--- src/rtl/fruit_scheduler.sv ---
// fruit_scheduler: spawns, holds and retires the single fruit of the snake game.
//
// Flow: WAIT counts game ticks, then REQ fetches a candidate from the fruit
// generator, CHECK asks the snake body whether the square is free, and ACTIVE
// holds the placed fruit until it is eaten (or, optionally, times out).
// Rejected candidates are retried up to MAX_RETRY times per attempt.
//
// Parameters:
//   LIFETIME_TICKS - ticks a placed fruit stays active (timeout build only)
//   RESPAWN_TICKS  - ticks waited with no fruit before a spawn attempt
//   MAX_RETRY      - rejected candidates allowed per spawn attempt
//
// Ports:
//   clk, reset                         - clock (rising edge), async active-high reset
//   tick, eaten                        - one-cycle game-tick and snake-on-fruit pulses
//   gen_req / cand_*                   - candidate request and response from generator
//   chk_req, chk_x, chk_y / chk_ack,
//   chk_hit                            - occupancy check toward the snake body
//   fruit_valid, fruit_x/y/type        - currently placed fruit
//   eat_evt, eat_type                  - one-cycle consumption pulse with fruit type
//   spawn_fail                         - one-cycle pulse when an attempt runs out of retries
//
// Build option: define FRUIT_TIMEOUT_EN to retire an uneaten fruit after
// LIFETIME_TICKS ticks; otherwise a fruit stays until eaten.
module fruit_scheduler #(
    parameter int unsigned LIFETIME_TICKS = 64,
    parameter int unsigned RESPAWN_TICKS  = 4,
    parameter int unsigned MAX_RETRY      = 8
) (
    input  logic       clk,
    input  logic       reset,
    input  logic       tick,
    input  logic       eaten,
    output logic       gen_req,
    input  logic       cand_valid,
    input  logic [9:0] cand_x,
    input  logic [8:0] cand_y,
    input  logic [1:0] cand_type,
    output logic       chk_req,
    output logic [9:0] chk_x,
    output logic [8:0] chk_y,
    input  logic       chk_ack,
    input  logic       chk_hit,
    output logic       fruit_valid,
    output logic [9:0] fruit_x,
    output logic [8:0] fruit_y,
    output logic [1:0] fruit_type,
    output logic       eat_evt,
    output logic [1:0] eat_type,
    output logic       spawn_fail
);

    localparam int unsigned XW  = 10;
    localparam int unsigned YW  = 9;
    localparam int unsigned TW  = 2;
    localparam int unsigned TCW = $clog2(RESPAWN_TICKS + 1);
    localparam int unsigned RCW = $clog2(MAX_RETRY + 1);

    localparam logic [XW-1:0] X_LIMIT = XW'(640);
    localparam logic [YW-1:0] Y_LIMIT = YW'(480);

    typedef enum logic [1:0] {
        ST_WAIT,
        ST_REQ,
        ST_CHECK,
        ST_ACTIVE
    } state_t;

    typedef struct packed {
        logic [XW-1:0] x;
        logic [YW-1:0] y;
        logic [TW-1:0] t;
    } fruit_t;

    localparam fruit_t FRUIT_RST = '{x: XW'(320), y: YW'(240), t: TW'(1)};

    state_t         state_q,       state_d;
    logic [TCW-1:0] tick_cnt_q,    tick_cnt_d;
    logic [RCW-1:0] retry_q,       retry_d;
    fruit_t         cand_q,        cand_d;
    fruit_t         fruit_q,       fruit_d;
    logic           gen_req_q,     gen_req_d;
    logic           chk_req_q,     chk_req_d;
    logic           fruit_valid_q, fruit_valid_d;
    logic           eat_evt_q,     eat_evt_d;
    logic [TW-1:0]  eat_type_q,    eat_type_d;
    logic           spawn_fail_q,  spawn_fail_d;
    logic           reject_c;
    logic           cand_ok_c;

`ifdef FRUIT_TIMEOUT_EN
    localparam int unsigned LW = $clog2(LIFETIME_TICKS + 1);
    logic [LW-1:0]  life_q,        life_d;
`else
    // No lifetime counter in this build; the parameter only shapes the timeout build.
    if (LIFETIME_TICKS == 0) begin : g_no_lifetime
    end
`endif

    // Off-board or typeless candidates are rejected without bothering the snake body.
    assign cand_ok_c = (cand_x < X_LIMIT) && (cand_y < Y_LIMIT) && (cand_type != TW'(0));

    // Next-state and output logic.
    always_comb begin
        state_d       = state_q;
        tick_cnt_d    = tick_cnt_q;
        retry_d       = retry_q;
        cand_d        = cand_q;
        fruit_d       = fruit_q;
        gen_req_d     = 1'b0;
        chk_req_d     = 1'b0;
        fruit_valid_d = fruit_valid_q;
        eat_evt_d     = 1'b0;
        eat_type_d    = eat_type_q;
        spawn_fail_d  = 1'b0;
        reject_c      = 1'b0;
`ifdef FRUIT_TIMEOUT_EN
        life_d        = life_q;
`endif

        unique case (state_q)
            ST_WAIT: begin
                if (tick) begin
                    if (tick_cnt_q == TCW'(RESPAWN_TICKS - 1)) begin
                        state_d    = ST_REQ;
                        tick_cnt_d = '0;
                        retry_d    = '0;
                        gen_req_d  = 1'b1;
                    end else begin
                        tick_cnt_d = tick_cnt_q + TCW'(1);
                    end
                end
            end

            ST_REQ: begin
                // A response only counts while our request is actually on the wire.
                if (gen_req_q && cand_valid) begin
                    cand_d = '{x: cand_x, y: cand_y, t: cand_type};
                    if (cand_ok_c) begin
                        state_d   = ST_CHECK;
                        chk_req_d = 1'b1;
                    end else begin
                        reject_c = 1'b1;
                    end
                end else begin
                    gen_req_d = 1'b1;
                end
            end

            ST_CHECK: begin
                if (chk_req_q && chk_ack) begin
                    if (!chk_hit) begin
                        state_d       = ST_ACTIVE;
                        fruit_valid_d = 1'b1;
                        fruit_d       = cand_q;
`ifdef FRUIT_TIMEOUT_EN
                        life_d        = LW'(LIFETIME_TICKS);
`endif
                    end else begin
                        reject_c = 1'b1;
                    end
                end else begin
                    chk_req_d = 1'b1;
                end
            end

            ST_ACTIVE: begin
                // Eaten takes priority over a same-cycle expiry.
                if (eaten) begin
                    state_d       = ST_WAIT;
                    fruit_valid_d = 1'b0;
                    eat_evt_d     = 1'b1;
                    eat_type_d    = fruit_q.t;
                end
`ifdef FRUIT_TIMEOUT_EN
                else if (tick) begin
                    if (life_q <= LW'(1)) begin
                        state_d       = ST_WAIT;
                        fruit_valid_d = 1'b0;
                        life_d        = '0;
                    end else begin
                        life_d = life_q - LW'(1);
                    end
                end
`endif
            end

            default: state_d = ST_WAIT;
        endcase

        // Rejection: back to REQ (gen_req idles one cycle) or give up after the budget.
        if (reject_c) begin
            retry_d   = retry_q + RCW'(1);
            gen_req_d = 1'b0;
            if (retry_q == RCW'(MAX_RETRY - 1)) begin
                state_d      = ST_WAIT;
                spawn_fail_d = 1'b1;
            end else begin
                state_d = ST_REQ;
            end
        end
    end

    // State and output registers.
    always_ff @(posedge clk or posedge reset) begin
        if (reset) begin
            state_q       <= ST_WAIT;
            tick_cnt_q    <= '0;
            retry_q       <= '0;
            cand_q        <= '0;
            fruit_q       <= FRUIT_RST;
            gen_req_q     <= 1'b0;
            chk_req_q     <= 1'b0;
            fruit_valid_q <= 1'b0;
            eat_evt_q     <= 1'b0;
            eat_type_q    <= '0;
            spawn_fail_q  <= 1'b0;
`ifdef FRUIT_TIMEOUT_EN
            life_q        <= '0;
`endif
        end else begin
            state_q       <= state_d;
            tick_cnt_q    <= tick_cnt_d;
            retry_q       <= retry_d;
            cand_q        <= cand_d;
            fruit_q       <= fruit_d;
            gen_req_q     <= gen_req_d;
            chk_req_q     <= chk_req_d;
            fruit_valid_q <= fruit_valid_d;
            eat_evt_q     <= eat_evt_d;
            eat_type_q    <= eat_type_d;
            spawn_fail_q  <= spawn_fail_d;
`ifdef FRUIT_TIMEOUT_EN
            life_q        <= life_d;
`endif
        end
    end

    assign gen_req     = gen_req_q;
    assign chk_req     = chk_req_q;
    assign chk_x       = cand_q.x;
    assign chk_y       = cand_q.y;
    assign fruit_valid = fruit_valid_q;
    assign fruit_x     = fruit_q.x;
    assign fruit_y     = fruit_q.y;
    assign fruit_type  = fruit_q.t;
    assign eat_evt     = eat_evt_q;
    assign eat_type    = eat_type_q;
    assign spawn_fail  = spawn_fail_q;

endmodule
--- config.mk ---
export PLATFORM = sky130hd
export DESIGN_NAME = fruit_scheduler
export DESIGN_NICKNAME = d
export VERILOG_FILES = /design/src/rtl/fruit_scheduler.sv
export SDC_FILE = /design/constraint.sdc
export NUM_CORES = 1
export LEC_CHECK = 0
export CAP_MARGIN = 20
export CORE_ASPECT_RATIO = 0.5
export CORE_MARGIN = 10
export CORE_UTILIZATION = 35
export CTS_CLUSTER_SIZE = 20
export DETAILED_ROUTE_END_ITERATION = 16
export HOLD_SLACK_MARGIN = 0.15
export MAX_ROUTING_LAYER = met4
export PLACE_DENSITY_LB_ADDON = 0.08
export SLEW_MARGIN = 20
export SYNTH_ARGS = -nofsm -noshare
export SYNTH_HDL_FRONTEND = slang
export SYNTH_SLANG_ARGS = --single-unit
--- constraint.sdc ---
create_clock -name clk -period 2.4 [get_ports clk]
set_clock_uncertainty 0.05 [all_clocks]
set_input_delay 0.24 -clock clk [delete_from_list [all_inputs] [get_ports clk]]
set_output_delay 0.24 -clock clk [all_outputs]
set_load 0.03 [all_outputs]
==> flow_summary.yaml, run 1 <==
sta:
  max_slew.worst_pin.slew_ns: 0.4295
  holdWs_ns: 0.2529
  fin_crit_sh: 0.8401
  drv_slew: 0
  rsz0062_at_grt: "false"
  finalCriticalPeriod_ns: 2.016
  setup_tns_ns: 0
  maxSlewHeadroom: 0.7115
  setup_viol: 0
  report.final.hold_viol_count: 0
  fmax_mhz: 496.0
  setup_ws_ns: 0.3837
finish:
  antenna_cells: 0
  seqCellArea_um2: 1460
  multiInputGateArea_um2: 945.9
  final_nets: 294
  num-fill-cells: 653
  finish.utilization: 0.4938
  drive_gt1_frac: 0.2890
  area_growth_pct: 37.55
floorplan:
  die-width_um: 142.3
  rows: 22
  initial_core_util: 0.3590
  dieArea_um2: 11550
  io_pins: 75
  die_y_um: 81.17
  fp.coreArea_um2: 7295
yosys:
  synthFlopType: "dfrtp_1"
  ys_seq_area_frac: 0.5576
  syn_inst: 195
  synthesis.area_um2: 2619
  synth.largest_area_cell: "dfrtp_1"
  yosys_register_bits: 58
  postSynthAreaPerCell_um2: 13.43
  ys_warn_count: 0
  yosysTopAreaCellShare: 0.4873
  synth_edf_count: 0
  synth_top_cells_by_area: "dfrtp_1, mux2_2, dfstp_2"
  synth_nets: 229
  yosys.cell_types.count: 37
  async_flop_share: 1.000
clock_network:
  post_cts_buffers: 0
  cts.hold.buffers_added: 0
  clock_sinks: 58
  cts_made_buffers: 9
  clkLatencyLatePin_ns: 0.32
  cts-root-buf: "clkbuf_16"
  htreeDepth: 3
  cts_tree: "done"
  cts_buffer_depth: 2
  clk_pin_slew_worst_paths_ns: 0.05
  cts_resized: 0
grt:
  grt_pass1_vias: 1819
  grt_pass1_wl_mm: 9.397
  grt_overflow: 0
  antenna_found_initial: 0
  grt_max_degree: 59
  grt.total_usage: 0.1070
placement:
  port_buffers: 74
  hpwl_mm: 4.393
  routabilityCongestion: 0.7814
  pre_cts_ws_ns: 0.3891
outcome:
  outcome: "finished clean"
setup_path:
  ff2ff_path_depth: 6
  path_max_fanout: 8
  critPathSlowestCell: "nor4_4"
  critPathMaxStageDelay_ns: 0.46
  path_cells: "inv_1, ha_1, and4_4, nor4_4, or2_1, o221a_2"
  critPathLaunchType: "flop"
  critPathKind: "flop to flop"
  critPathCaptureType: "flop"
  cp.required_ns: 2.61
  arrival_ns: 2.23
routing:
  detail-route-antenna-nets: 0
  finalWirelength_mm: 5.793
  vias: 1675
  routed_via_density: 4.666
  drt_first_pass_iters: 4
  first_iter_violations: 34
  avgRoutedWirePerCell_um: 16.14
  drc_errors: 0
power_and_ir_drop:
  ir_worst_vdd_uv: 420.2
  powerDensity_nw_per_um2: 1434
  p_leak_nw: 1.592
flow_run:
  cap_violations: 0
hold_path:
  min_path_type: "input port to async pin"
## power by group
part,internal (W),total (W),leakage [nW],switching [W]
registers,0.00146,0.00173,0.739,0.000272
clock network,0.000703,0.00110,0.134,0.000394
logic,0.00109,0.00234,0.719,0.00125
total,0.00325,0.00517,1.59,0.00191
## metrics by stage
| step | area [µm²] | total power, W | instances |
|---|---|---|---|
| 2_1_floorplan | 2619 | 0.003372 | 195 |
| 3_3_place_gp | 3343 | 0.004073 | 345 |
| 3_5_place_dp | 3343 | 0.004136 | 345 |
| 4_1_cts | 3602 | 0.005262 | 359 |
| 5_1_grt | 3602 | 0.005481 | 359 |
| 6_report | 3602 | 0.005167 | 359 |
## kinds of logic after synthesis
logic type / synth area share
flip-flops: 0.5576
buffers and inverters: 0.08122
XOR/XNOR: 0.003345
AO/OA/AOI/OAI: 0.06211
AND/OR/NAND/NOR: 0.06976
adder cells (fa/ha/maj): 0.02867
multiplexers: 0.1973
## synthesized netlist by cell type (2+ instances only)
library cell / count
nand3b_1: 3
o21ai_0: 5
a31oi_1: 2
inv_1: 9
nor2b_1: 2
a22oi_1: 2
dfstp_2: 7
and3_1: 2
dfrtp_1: 51
buf_4: 19
ha_1: 6
buf_6: 2
mux2_2: 45
buf_2: 2
nor2_1: 5
nand2_1: 5
a21oi_1: 2
nand3_1: 4
o211ai_1: 4
## layout make-up
type,count,area share
clock buffer,10,0.06634
inverter,9,0.009378
sequential,58,0.4053
tap,96,0.03334
clock inverter,4,0.005557
multi-input combinational,104,0.2626
timing repair buffer,78,0.2174
## worst max-delay path: cells and delay by family (launching register included)
family	cells	cell delay [ns]
simple gates	3	0.97
compound gates	1	0.21
fa+ha+maj	1	0.27
flops	1	0.37
buf+inv	1	0.08
## layer usage
layer	vias to the layer above	share of wire	wire [µm]	track usage
met4	0	0.018	106	0.04016
met1	821	0.41	2371	0.1131
met3	9	0.073	421	0.04889
li1	803	-	-	-
met5	-	0	0	-
met2	42	0.50	2895	0.1751
## cells in the final DEF, fill, tap and decap left out, types with 2 or more instances in the layout
cell type,n
a21oi_1,2
a22oi_1,2
a31oi_1,2
and3_1,2
buf_4,3
clkbuf_16,9
clkdlybuf4s50_1,74
clkinv_2,4
dfrtp_1,51
dfstp_2,7
ha_1,6
inv_1,8
mux2_2,45
nand2_1,5
nand3_1,4
nand3b_1,3
nor2_1,5
nor2b_1,2
o211ai_1,4
o21ai_0,5
## path summary, 6_finish.rpt
check,startpoint,end,slack [ns]
setup / recovery,state_q[0]$_DFFE_PP0P_,state_q[0]$_DFFE_PP0P_,0.38
hold / removal,reset,chk_x[2]$_DFFE_PP0P_,0.25
setup reg to reg,state_q[0]$_DFFE_PP0P_,state_q[0]$_DFFE_PP0P_,0.38
hold reg to reg,eat_type[1]$_DFFE_PP0P_,eat_type[1]$_DFFE_PP0P_,0.45
max in group asynchronous,reset,fruit_y[6]$_DFFE_PP1P_,1.74
min in group clk,eat_type[1]$_DFFE_PP0P_,eat_type[1]$_DFFE_PP0P_,0.45
## state kept, by name, indices dropped and copies added, names as in the netlist, 2 cells and up
signal      cells
chk_x          10
fruit_y         9
eat_type        2
chk_y           9
tick_cnt_q      3
fruit_type      2
cand_q          2
retry_q         4
state_q         2
fruit_x        10
Note: power is estimated with default switching activity, not from simulation.
==> run 2, diff against run 1 <==
==> constraint.sdc (replaced) <==
create_clock -name clk -period 1.7 [get_ports clk]
set_clock_uncertainty 0.05 [all_clocks]
set_input_delay 0.17 -clock clk [delete_from_list [all_inputs] [get_ports clk]]
set_output_delay 0.17 -clock clk [all_outputs]
set_load 0.03 [all_outputs]
==> flow_summary.yaml, run 2 (synthesis results as in run 1) <==
finish:
  seqCellArea_um2: 1461
  drive_gt1_frac: 0.3564
  instances_no_fill: 371
  antenna_cells: 0
  final_cell_mix: "clkdlybuf4s50_1, dfrtp_1, mux2_2"
  final_common_cell: "clkdlybuf4s50_1"
  final_nets: 304
  area_growth_pct: 44.86
  num-fill-cells: 619
  fin_area_um2: 3794
  multiInputGateArea_um2: 1007
sta:
  max_slew.worst_pin.slew_ns: 0.3603
  finalCriticalPeriod_ns: 1.678
  drv_slew: 0
  fin_crit_sh: 0.9872
  maxSlewHeadroom: 0.7577
  holdWs_ns: 0.1533
  setup_viol: 0
  report.final.hold_viol_count: 0
  fmax_mhz: 595.9
  setup_tns_ns: 0
  rsz0062_at_grt: "true"
grt:
  grt_pass1_wl_mm: 9.791
  grt_pass1_vias: 1864
  grt_max_degree: 59
  grt_overflow: 0
  grt.total_usage: 0.1136
  antenna_found_initial: 0
clock_network:
  cts_made_buffers: 9
  htreeDepth: 3
  clkLatencyLatePin_ns: 0.32
  cts-root-buf: "clkbuf_16"
  post_cts_buffers: 0
  cts_tree: "done"
  clock_sinks: 58
  clk_pin_slew_worst_paths_ns: 0.05
  cts_buffer_depth: 2
routing:
  vias: 1759
  finalWirelength_mm: 6.084
  drt_first_pass_iters: 4
  detail-route-antenna-nets: 0
  drc_errors: 0
  avgRoutedWirePerCell_um: 16.40
  routed_via_density: 4.741
  first_iter_violations: 109
flow_run:
  cap_violations: 0
placement:
  port_buffers: 74
  routabilityCongestion: 0.7717
  postPlaceCellArea_um2: 3470
  hpwl_mm: 4.502
  dp.cells: 355
floorplan:
  rows: 22
  die-width_um: 142.3
  fp.coreArea_um2: 7295
  io_pins: 75
  dieArea_um2: 11550
  initial_core_util: 0.3590
  die_y_um: 81.17
power_and_ir_drop:
  p_leak_nw: 1.705
  ir_worst_vdd_uv: 986.8
  powerDensity_nw_per_um2: 2035
setup_path:
  critPathLaunchType: "flop"
  arrival_ns: 1.85
  critPathCaptureType: "flop"
  critPathKind: "flop to flop"
  path_max_fanout: 5
  cp.required_ns: 1.87
hold_path:
  min_path_type: "input port to async pin"
outcome:
  outcome: "finished clean"
-- run 2: cell count changes in the layout (fill, tap and decap cells not counted), moves of 3 or more --
cell             before  now
buf_4                 3   12
clkinv_2              4    1
dlygate4sd2_1         0    7
clkdlybuf4s50_1      74   66
-- run 2: critical path, cell delays in order (launching register included) --
cell      delay [ns]
dfrtp_1         0.40
inv_2           0.09
ha_4            0.13
and4_4          0.24
nor4_4          0.06
or4b_1          0.51
o311ai_1        0.09
-- run 2: repair_timing --
item / 4_1_cts / 5_1_grt
setup endpoints to repair: 8 / 5
resized for setup: 8 / 6
hold buffers: 0 / 0
pin swaps: 0 / 2
-- run 2: layer usage --
layer / GRT usage / share of wire / vias to the layer above
met5: - / 0 / -
met4: 0.05120 / 0.016 / 0
met3: 0.05355 / 0.077 / 11
met2: 0.1755 / 0.46 / 61
met1: 0.1240 / 0.44 / 862
li1: - / - / 825
-- run 2: through the flow --
stage | utilization | power [W] | setup slack [ns]
finish | 0.5201 | 0.007718 | 0.02179
global route | 0.5201 | 0.008173 | -0.06468
CTS | 0.5168 | 0.007807 | -0.0001639
detailed placement | 0.4756 | 0.005987 | -0.1754
global placement | 0.4756 | 0.005921 | -0.1599
floorplan | - | 0.004843 | -0.08005
-- run 2: where the power goes --
part / switching [W] / internal [W] / total, W
Combinational: 0.00185 / 0.00161 / 0.00346
Sequential: 0.000392 / 0.00206 / 0.00245
Clock: 0.000599 / 0.00121 / 0.00181
-- run 2: worst paths after layout --
kind	start	slack, ns	to	cells after the start
max in group asynchronous	reset	1.11	fruit_y[5]$_DFFE_PP1P_	3
setup reg to reg	state_q[0]$_DFFE_PP0P_	0.02	retry_q[2]$_DFFE_PP0P_	6
hold reg to reg	cand_q[1]$_DFFE_PP0P_	0.45	cand_q[1]$_DFFE_PP0P_	1
min in group clk	cand_y[0]	0.41	chk_y[0]$_DFFE_PP0P_	2
setup / recovery	state_q[0]$_DFFE_PP0P_	0.02	retry_q[2]$_DFFE_PP0P_	6
hold / removal	reset	0.15	chk_y[0]$_DFFE_PP0P_	3
-- run 2: cell type report --
class                   instances  share of cell area
repair buffers                 88              0.2279
multi-input cells             104              0.2655
well taps                      96             0.03166
clock inverters                 4             0.01319
clock buffers                  12             0.06761
flip-flops and latches         58              0.3852
inverters                       9            0.008905
==> run 3, diff against run 2 <==
--- a/config.mk
+++ b/config.mk
@@ -11,6 +11,7 @@
 export CORE_UTILIZATION = 35
 export CTS_CLUSTER_SIZE = 20
 export DETAILED_ROUTE_END_ITERATION = 16
+export GPL_ROUTABILITY_DRIVEN = 0
 export HOLD_SLACK_MARGIN = 0.15
 export MAX_ROUTING_LAYER = met4
 export PLACE_DENSITY_LB_ADDON = 0.08
==> results of run 3 <==
Same layout as run 2: the final DEF is identical, and so are final timing and power.
